--- src/rtl/config_scan_pkg.sv ---
// Shared constants and sizing helper for the configuration scan register.
package config_scan_pkg;

  localparam bit STRICT_REJECT = 1'b1;  // incomplete-shift updates are dropped
  localparam bit STRICT_FLAG   = 1'b0;  // incomplete-shift updates are applied but flagged

  // Counter must hold 0..WIDTH+1 (WIDTH+1 marks an over-shift).
  function automatic int cnt_width(input int width);
    return $clog2(width + 2);
  endfunction

endpackage

--- src/rtl/scan_lockup.sv ---
// Falling-edge retiming latch between chain elements; gives the next element half a cycle of hold margin.
module scan_lockup (
  input  logic clk,
  input  logic d,
  output logic q
);

  always_ff @(negedge clk) q <= d;

endmodule

--- src/rtl/config_scan_register.sv ---
// Serial configuration register: shift chain, shadow word applied on update, readback via capture.
module config_scan_register
  import config_scan_pkg::*;
#(
  parameter int               WIDTH       = 8,
  parameter logic [WIDTH-1:0] RESET_VALUE = '0,
  parameter bit               STRICT      = STRICT_REJECT
) (
  input  logic             clk,
  input  logic             reset,
  input  logic             chain_in,
  input  logic             enable,
  input  logic             capture,
  input  logic             update,
  output logic             chain_out,
  output logic [WIDTH-1:0] bits_out,
  output logic             count_ok,
  output logic             update_error
);

  localparam int            CW       = cnt_width(WIDTH);
  localparam logic [CW-1:0] CNT_FULL = CW'(WIDTH);
  localparam logic [CW-1:0] CNT_SAT  = CW'(WIDTH + 1);

  logic [WIDTH-1:0] chain;
  logic [WIDTH-1:0] shadow;
  logic [CW-1:0]    count;

  assign count_ok = (count == CNT_FULL);
  assign bits_out = shadow;

  always_ff @(posedge clk) begin
    if (reset) begin
      chain        <= RESET_VALUE;
      shadow       <= RESET_VALUE;
      count        <= '0;
      update_error <= 1'b0;
    end else begin
      // Update samples the chain as it stood before any same-cycle shift.
      if (update) begin
        if (count_ok || !STRICT) shadow <= chain;
        if (!count_ok)           update_error <= 1'b1;
      end

      if (enable)       chain <= {chain[WIDTH-2:0], chain_in};
      else if (capture) chain <= shadow;

      // A shift alongside a clearing update counts as the first bit of the next load.
      if (update)       count <= enable ? CW'(1) : '0;
      else if (enable) begin
        if (count != CNT_SAT) count <= count + CW'(1);
      end
      else if (capture) count <= '0;
    end
  end

  scan_lockup u_lockup (
    .clk (clk),
    .d   (chain[WIDTH-1]),
    .q   (chain_out)
  );

endmodule

--- config.mk ---
export PLATFORM = sky130hd
export DESIGN_NAME = config_scan_register
export DESIGN_NICKNAME = d
export VERILOG_FILES = /design/src/rtl/config_scan_pkg.sv /design/src/rtl/scan_lockup.sv /design/src/rtl/config_scan_register.sv
export SDC_FILE = /design/constraint.sdc
export NUM_CORES = 1
export LEC_CHECK = 0
export CORE_UTILIZATION = 45
export DETAILED_ROUTE_END_ITERATION = 7
export PLACE_DENSITY = 0.77
export SLEW_MARGIN = 0
export SYNTH_ARGS = -nofsm -noshare
export SYNTH_HDL_FRONTEND = slang
export SYNTH_SLANG_ARGS = --single-unit
--- constraint.sdc ---
create_clock -name clk -period 1.1 [get_ports clk]
set_input_delay 0.165 -clock clk [delete_from_list [all_inputs] [get_ports clk]]
set_output_delay 0.165 -clock clk [all_outputs]
set_load 0.01 [all_outputs]
======== Word-level counts from Yosys, hierarchy flattened ========
Cells that the tools add are included.
storage, ports and cells
  register bits after elaboration ......... 22
  logic and storage cells ................. 22
cells by class
  add/subtract/negate cells ............... 1
  equality and inequality tests ........... 3
  mux-type cells .......................... 7
  bitwise gates (word level) .............. 1
  reduce and logical (&&, ||, !) cells .... 5
operators by type and width
  cell                                                             number
  4-bit two-way mux                                                4
  8-bit two-way mux                                                2
  2-bit AND reduction                                              3
  4-bit by 1-bit adder with 4-bit output, second input constant    1
  4-bit equality test, second input constant                       1
  4-bit != test, second input constant                             1
  3-bit by 1-bit != test with 1-bit output, second input constant  1
  3-bit nonzero test                                               1
  2-bit nonzero test                                               1
  1-bit two-way mux                                                1
  1-bit NOT                                                        1

======== Logic depth before layout (Yosys ltp) ========
Gate-level depths: netlist (run 1).
  depth after elaboration ................. 4
  mapped depth ............................ 6
  mapped depth without buffers ............ 5

======== Hierarchy ========
From an unflattened synthesis (run 1), not the netlist that was laid out.
second synthesis, totals
  cell total of the unflattened synthesis .. 111
  area, all modules ....................... 996.0 µm²
by module, submodules not included
  module                times used  cells an instance  area an instance (µm²)  seq. area each (µm²)
  config_scan_register  1           109                972.2                   420.4
  scan_lockup           1           2                  23.8                    20.0

==> results of run 1 <==
-- placed cells by master (no fill, tap or decap), drive strengths merged --
cell           Yosys  final
dfxtp             22     22
inv                4      4
nand3b             2      2
mux2               8      8
mux2i              8      8
nor2              10     10
a31oi              2      2
clkdlybuf4s50      0      3
clkdlybuf4s15      0      4
or2                1      1
or3b               1      1
ha                 3      3
nor2b              1      1
nand4b             2      2
nand2             19     19
dlymetal6s2s       0      2
and4b              2      2
nor3               1      1
buf                6     22
a21oi             11     11
clkbuf             1      9
nand3              4      4
o21ai              3      3
-- timing repair --
item / 4_1_cts / 5_1_grt
gates resized for setup: 53 / 28
setup endpoints to repair: 27 / 32
pin swaps: 13 / 17
hold buffers: 0 / 0
setup buffers: 4 / 1
-- per-stage QoR --
| step | hold slack [ns] | setup slack, ns |
|---|---|---|
| after floorplan | 0.3057 | -0.007088 |
| after global placement | 0.4468 | -0.4213 |
| after detailed placement | 0.4653 | -0.4158 |
| after CTS | 0.4713 | -0.3975 |
| after global routing | 0.3109 | -0.4437 |
| final | 0.3070 | -0.3959 |
-- power breakdown --
group          switching, mW  internal [mW]
Sequential           0.00886          0.808
Combinational         0.0815         0.0919
Clock                  0.267          0.207
-- sequential cells by signal, summed over array words and instances (netlist names) --
| name | cells |
|---|---|
| bits_out | 8 |
| chain | 8 |
| count | 4 |
| u_lockup.q | 1 |
| update_error | 1 |
-- kinds of logic after synthesis --
group,count (synthesis)
AOI/OAI and AO/OA,16
adders and majority gates,3
buffers and inverters,11
DFF,22
muxes,16
and+or+nand+nor,43
-- per-layer routing --
layer	part of all wire	vias to the layer above	GRT usage	wire (um)
met4	0.017	0	0.08824	44
met5	0	-	0	0
li1	-	443	-	-
met2	0.55	12	0.4282	1393
met1	0.41	457	0.2793	1052
met3	0.019	6	0.01869	48
-- cell type report --
cell class,count,area (um^2),area share
Multi-Input combinational cell,78,614.3,0.4189
Sequential cell,22,455.4,0.3106
Timing Repair Buffer,36,311.5,0.2125
Clock buffer,4,36.28,0.02474
Tap cell,27,33.78,0.02304
Inverter,3,11.26,0.007679
Clock inverter,1,3.754,0.002560
-- final timing paths --
kind                                            endpoint  cells past startpoint             startpoint  slack, ns
worst max register to register  bits_out[1]$_SDFFE_PP0P_                      7  count[0]$_SDFFE_PP0P_      -0.20
worst min-delay path               count[2]$_SDFFE_PP0P_                      3                 enable       0.31
worst min register to register  bits_out[6]$_SDFFE_PP0P_                      2  chain[6]$_SDFFE_PP0P_       0.48
worst max-delay path                           chain_out                      1     u_lockup.q$_DFF_N_      -0.40
==> metrics.txt, run 1 <==
status finished, violations left; violated checks setup timing; WS Path Type flop to output pin; asr flop ratio synth 0; WP data arrival 1.33 ns; max incr delay on CP 0.28 ns; post-route ant nets 0; Synth warnings 0; area delta synth->final 47.24%; clock latency on the worst-skew pair 0.37 ns; die height 49.05 um; Mapped Avg Cell Area 8.973 um^2; Critical Path RT 0.94 ns; cell area after synthesis 996.0 um^2; Pwr Density 998.3 mW/mm^2; Post-synth top cells dfxtp_1, nand2_1, a21oi_1; MaxCap Viol Count 0; setup ws final -0.3959 ns; Non-Filler Instances 171; DR WL/cell 14.85 um; sequential fraction of the synthesis area 0.4422; Finished Core Util 0.7252; Cell variety after synth 23; pin count of the biggest net entering global routing 19; Final Max Tran Viols 0; worst-path fanout max 1; largest family of logic cells by synthesized area simple AND/OR/NAND/NOR gates; total number of vias 918; Rel. slew slack 0.7971; DRT Pass-1 Iters 4; layout cells sized above 1 0.5486; RePlAce Congestion 0.7683; Yosys reg bits 22; slowest stage cell, crit path dfxtp_1; global-route wire length before repair 4222 um; maximum vdd ir drop 948.7 uV; Post-Syn Instances 111; initial antenna violation count 0; worst path cell trace buf_2; Synth Area in XOR/XNOR 0; Placed Cells 163; fin area 0.001466 mm^2; post-synthesis mux area share 0.1709; die area 0.002405 mm^2; die width 49.05 um; initial DRC count 14; CTS tree done; GRT overflow 0; top cell type's share of synthesized area 0.4422; count leader, synth dfxtp_1; post-synthesis compound-gate area fraction 0.08291; Worst-path clk slew 0.13 ns; Detailed Route WL 2539 um; Site Rows 16; TritonCTS buffer count 3; type of the most critical hold path input pin to flop; worst path bufs/invs 1; Setup Skew 0.05819 ns; H-tree levels 1; layout net count 154; Total GRT Usage 0.2330; crit end category output pin; Fillers 146; vias in the first global route 914; P_leak 0.6542 nW; Worst Tran Pin Value 0.3038 ns; clk root buf clkbuf_4; Power Total 1.464 mW; port bufs 16; ant diodes 0; Initial Utilization 0.4926; EDFF count, synth 0; Final setup viols 13; DP HPWL 1585 um; IO Count 17; Clock Path Buffers 2; vias per cell 5.368; Setup TNS Final -2.264 ns; CP startpoint kind flop; clock sinks 22; Fin. Hold Viols 0; adder and majority gate portion of the synthesized area 0.03769; Simple-Gate Fraction of Synth Area 0.2148; Mapped Nets 120; Core Footprint 0.002022 mm^2; Post-DP Area 0.001281 mm^2; DRC Markers 0; RSZ-0062 raised after global routing true; prevailing post-synth register cell dfxtp_1; cell family with most CP delay flip-flops; Synth area leader dfxtp_1; top cells by area, synth dfxtp_1, mux2_2, mux2i_1
Note: power is estimated with default switching activity, not from simulation.
==> run 2: changes to the inputs <==
CORE_UTILIZATION = 54   (was 45)
DONT_BUFFER_PORTS = 1   (was not set)
==> run 2 against run 1 <==
Compared with the run above:
- the run ends with hold timing, setup timing left
- critical endpoint unchanged
- worst hold slack worse by 0.31 ns
- total power up 3.7%
- count of clock-buffer cells in the layout unchanged
==> metrics.txt, run 2 (synthesized netlist as in run 1, its figures left out) <==
status finished, violations left; violated checks hold timing, setup timing; min-delay src enable; CP startpoint kind flop; initial DRC count 10 (-4); TritonCTS buffer count 3 (unchanged); pin count of the biggest net entering global routing 19 (unchanged); GRT overflow 0 (unchanged); capturing point of the worst reg2reg path bits_out[3]$_SDFFE_PP0P_; clock latency on the worst-skew pair 0.37 ns (about the same); maximum vdd ir drop 930.7 uV (-1.9%); P_leak 0.5069 nW (-23%); R2R depth 7 (unchanged); CTS tree done; Fillers 120 (-18%); vias in the first global route 766 (-16%); type of the most critical hold path input pin to flop; hold slack final -0.003673 ns (-0.3107 ns); most frequent cells in the layout dfxtp_1, nand2_1, nor2_1; most common cell after layout, fill and taps aside dfxtp_1; Worst-path clk slew 0.13 ns (about the same); Final Max Tran Viols 0 (unchanged); Pwr Density 1148 mW/mm^2 (+15%); DR WL/cell 16.32 um (+9.9%); layout net count 136 (-12%); RSZ-0062 raised after global routing true; vias per cell 5.589 (+4.1%); DRC Markers 0 (unchanged); post-route ant nets 0 (unchanged); reg2reg start count[1]$_SDFFE_PP0P_; slack of the worst reg-to-reg path -0.21 ns (about the same); WP data arrival 1.25 ns (-0.08 ns); Fin. Hold Viols 1 (+1); port bufs 0 (-16); H-tree levels 1 (unchanged); total number of vias 844 (-8.1%); initial antenna violation count 0 (unchanged); IO Count 17 (unchanged); Power Total 1.518 mW (+3.7%); Setup Skew 0.05439 ns (-0.003801 ns); Non-Filler Instances 151 (-12%); Setup TNS Final -2.682 ns (-0.4177 ns); worst-path fanout max 1 (unchanged); Rel. slew slack 0.4708 (-0.3263); DP HPWL 1268 um (-20%); Detailed Route WL 2465 um (-2.9%); clock sinks 22 (unchanged); ant diodes 0 (unchanged); Site Rows 15 (-1); Initial Utilization 0.5768 (+0.08424); Clock Path Buffers 2 (unchanged); hold depth 2 (-1); clk root buf clkbuf_4; area delta synth->final 32.79%; crit end category output pin; layout cells sized above 1 0.4603 (-0.08829); setup ws final -0.3133 ns (+0.08262 ns); Total GRT Usage 0.2276 (-0.005343); die width 44.95 um (-8.4%); Worst Tran Pin Value 0.7938 ns (+0.4900 ns); MaxCap Viol Count 0 (unchanged); global-route wire length before repair 3381 um (-20%); Critical Path RT 0.94 ns (about the same); WS Path Type flop to output pin; Core Footprint 0.001727 mm^2 (-15%); Final setup viols 15 (+2); hold path endpoint chain[4]$_SDFFE_PP0P_; die area 0.002020 mm^2 (-16%); die height 44.95 um (-8.4%); DRT Pass-1 Iters 4 (unchanged); RePlAce Congestion 0.7845 (+2.1%); Placed Cells 136 (-17%)
run 2: how the worst max path moves through the flow:
stage,from,to,slack (ns),cells past startpoint
2_1_floorplan,count[0]$_SDFFE_PP0P_,bits_out[6]$_SDFFE_PP0P_,-0.007,6
3_3_place_gp,count[1]$_SDFFE_PP0P_,bits_out[1]$_SDFFE_PP0P_,-0.11,5
3_5_place_dp,count[1]$_SDFFE_PP0P_,bits_out[3]$_SDFFE_PP0P_,-0.15,5
4_1_cts,u_lockup.q$_DFF_N_,chain_out,-0.31,0
5_1_grt,u_lockup.q$_DFF_N_,chain_out,-0.36,0
6_report,u_lockup.q$_DFF_N_,chain_out,-0.31,0
run 2: repair_timing:
item / CTS / global route
hold buffers: 3 / 1
buffers inserted: 3 / 4
hold endpoints to repair: 18 / 2
endpoints found under the setup margin: 13 / 17
resized for setup: 12 / 25
gates cloned: 0 / 0
pin swaps: 11 / 19
run 2: routing by layer:
metal / vias to the layer above / GRT usage / part of all wire
li1: 408 / - / -
met1: 406 / 0.3025 / 0.44
met2: 22 / 0.3507 / 0.48
met3: 8 / 0.05200 / 0.043
met4: 0 / 0.1030 / 0.029
met5: - / 0 / 0
run 2: final cells by class:
| class | count | area (um^2) | share of cell area |
|---|---|---|---|
| repair buffers | 18 | 170.2 | 0.1287 |
| multi-input cells | 78 | 614.3 | 0.4645 |
| clock inverters | 1 | 3.754 | 0.002838 |
| clock buffers | 4 | 47.55 | 0.03595 |
| well taps | 25 | 31.28 | 0.02365 |
| inverters | 3 | 11.26 | 0.008515 |
| flip-flops and latches | 22 | 444.2 | 0.3359 |
run 2: through the flow:
stage               hold slack [ns]  utilization  instance area (um^2)  worst slack, ns
finish                    -0.003673       0.7659                  1323          -0.3133
global route               0.005045       0.7659                  1323          -0.3552
CTS                        0.002214       0.6928                  1196          -0.3136
detailed placement           0.2371       0.6087                  1051          -0.1477
global placement             0.2355       0.6087                  1051          -0.1115
floorplan                    0.3057            -                  1010        -0.007088
run 2: power by group:
group,switching (mW),internal [mW]
registers,0.0101,0.808
clock network,0.268,0.282
logic,0.0646,0.0852
==> run 3: changes to the inputs <==
SKIP_LAST_GASP = 1   (was not set)
==> run 3 against run 2 <==
Compared with the run above:
- largest power group unchanged
- count of clock-buffer cells in the layout unchanged
- the flow finishes with violations (setup timing)
- clock skew up 0.00069 ns
- critical path depth unchanged
- highest routed layer unchanged
==> metrics.txt, run 3 (synthesized netlist as in run 1, its figures left out) <==
TritonCTS buffer count 3 (unchanged); initial antenna violation count 0 (unchanged); Net Sw Frac 0.2234 (-0.002499); initial DRC count 8 (-2); CP startpoint kind flop; Non-Filler Instances 151 (unchanged); most frequent cells in the layout dfxtp_1, nand2_1, nor2_1; pre-CTS WS -0.1477 ns (unchanged); multi-input logic area 606.8 um^2 (-1.2%); maximum vdd ir drop 930.2 uV (about the same); die width 44.95 um (unchanged); Final setup viols 15 (unchanged); DRC Markers 0 (unchanged); total number of vias 838 (-0.71%); CTS tree done; RSZ-0062 raised after global routing true; clock sinks 22 (unchanged); Rel. slew slack 0.4755 (+0.004682); most common cell after layout, fill and taps aside dfxtp_1; setup ws final -0.3101 ns (+0.003204 ns); vias in the first global route 766 (unchanged); Detailed Route WL 2444 um (-0.85%); port bufs 0 (unchanged); Fillers 120 (unchanged); Pwr Density 1150 mW/mm^2 (+0.21%); vias per cell 5.550 (-0.71%); Power Total 1.513 mW (-0.36%); DR WL/cell 16.19 um (-0.85%); Comb power frac 0.098 (about the same); Switch Pwr 0.3380 mW (-1.5%); clk root buf clkbuf_4; type of the most critical hold path input pin to flop; post-route ant nets 0 (unchanged); global-route wire length before repair 3381 um (unchanged); ant diodes 0 (unchanged); clock latency on the worst-skew pair 0.36 ns (about the same); GRT overflow 0 (unchanged); Core Footprint 0.001727 mm^2 (unchanged); WP data arrival 1.25 ns (about the same); Clk pwr share 0.362 (about the same); violated checks setup timing; area delta synth->final 32.04%; P_leak 0.5068 nW (about the same); Placed Cells 136 (unchanged); status finished, violations left; Initial Utilization 0.5768 (unchanged); IO Count 17 (unchanged); layout net count 136 (unchanged); layout cells sized above 1 0.4603 (unchanged); Site Rows 15 (unchanged); DP HPWL 1268 um (unchanged); sequential share of power 0.541 (+0.002); Fin. Hold Viols 0 (-1); die area 0.002020 mm^2 (unchanged); Worst Tran Pin Value 0.7868 ns (-0.007022 ns); Clock Path Buffers 2 (unchanged); H-tree levels 1 (unchanged); crit end category output pin; register area 444.2 um^2 (unchanged); MaxCap Viol Count 0 (unchanged); internal power 1.175 mW (about the same); WS Path Type flop to output pin; Critical Path RT 0.94 ns (about the same); Setup Skew 0.05508 ns (+0.0006918 ns); DRT Pass-1 Iters 4 (unchanged); pin count of the biggest net entering global routing 19 (unchanged); worst-path fanout max 1 (unchanged); Final Max Tran Viols 0 (unchanged); Worst-path clk slew 0.13 ns (about the same); die height 44.95 um (unchanged); Total GRT Usage 0.2276 (unchanged); Setup TNS Final -2.695 ns (-0.01338 ns); RePlAce Congestion 0.7845 (unchanged)
-- run 3: changes by cell type in the layout (fill, tap and decap cells not counted) --
| cell | change |
|---|---|
| nand3_2 | +1 |
| nand3_4 | -1 |
-- run 3: final timing paths --
path                            depth (start not counted)                  start                        to  slack, ns
worst min register to register                          2  chain[2]$_SDFFE_PP0P_  bits_out[2]$_SDFFE_PP0P_       0.48
worst max-delay path                                    0     u_lockup.q$_DFF_N_                 chain_out      -0.31
worst max register to register                          6  count[1]$_SDFFE_PP0P_     count[0]$_SDFFE_PP0P_      -0.21
worst min-delay path                                    2                 enable     chain[4]$_SDFFE_PP0P_     0.0002
-- run 3: metrics by stage --
stage                     hold WS (ns)  area, um^2  utilization
final                        0.0002013        1315       0.7616
after floorplan                 0.3057        1010            -
after CTS                     0.002214        1196       0.6928
after global routing          0.005045        1315       0.7616
after detailed placement        0.2371        1051       0.6087
after global placement          0.2355        1051       0.6087
-- run 3: metal layers --
layer  global-route usage  share of wire
met1               0.3025           0.44
met2               0.3507           0.50
met3              0.05200          0.043
met4               0.1030          0.019
met5                    0              0
-- run 3: layout make-up --
class | count | share of cell area
Multi-Input combinational cell | 78 | 0.4615
Sequential cell | 22 | 0.3378
Timing Repair Buffer | 18 | 0.1294
Clock buffer | 4 | 0.03616
Tap cell | 25 | 0.02379
Inverter | 3 | 0.008563
Clock inverter | 1 | 0.002854
-- run 3: power by group through the flow --
stage                     clock, mW  combinational (mW)  sequential [mW]
after global placement       0.0114              0.0620            0.834
after global routing          0.586               0.157            0.819
after detailed placement     0.0114              0.0634            0.834
final                         0.547               0.148            0.818
after floorplan              0.0114              0.0678            0.834
after CTS                     0.547               0.106            0.816
-- run 3: timing repair --
action                                  4_1_cts  5_1_grt
buffers inserted                              3        4
pin swaps                                    11       18
hold buffers                                  3        1
hold endpoints to repair                     18        2
endpoints found under the setup margin       13       17
resized for setup                            12       24
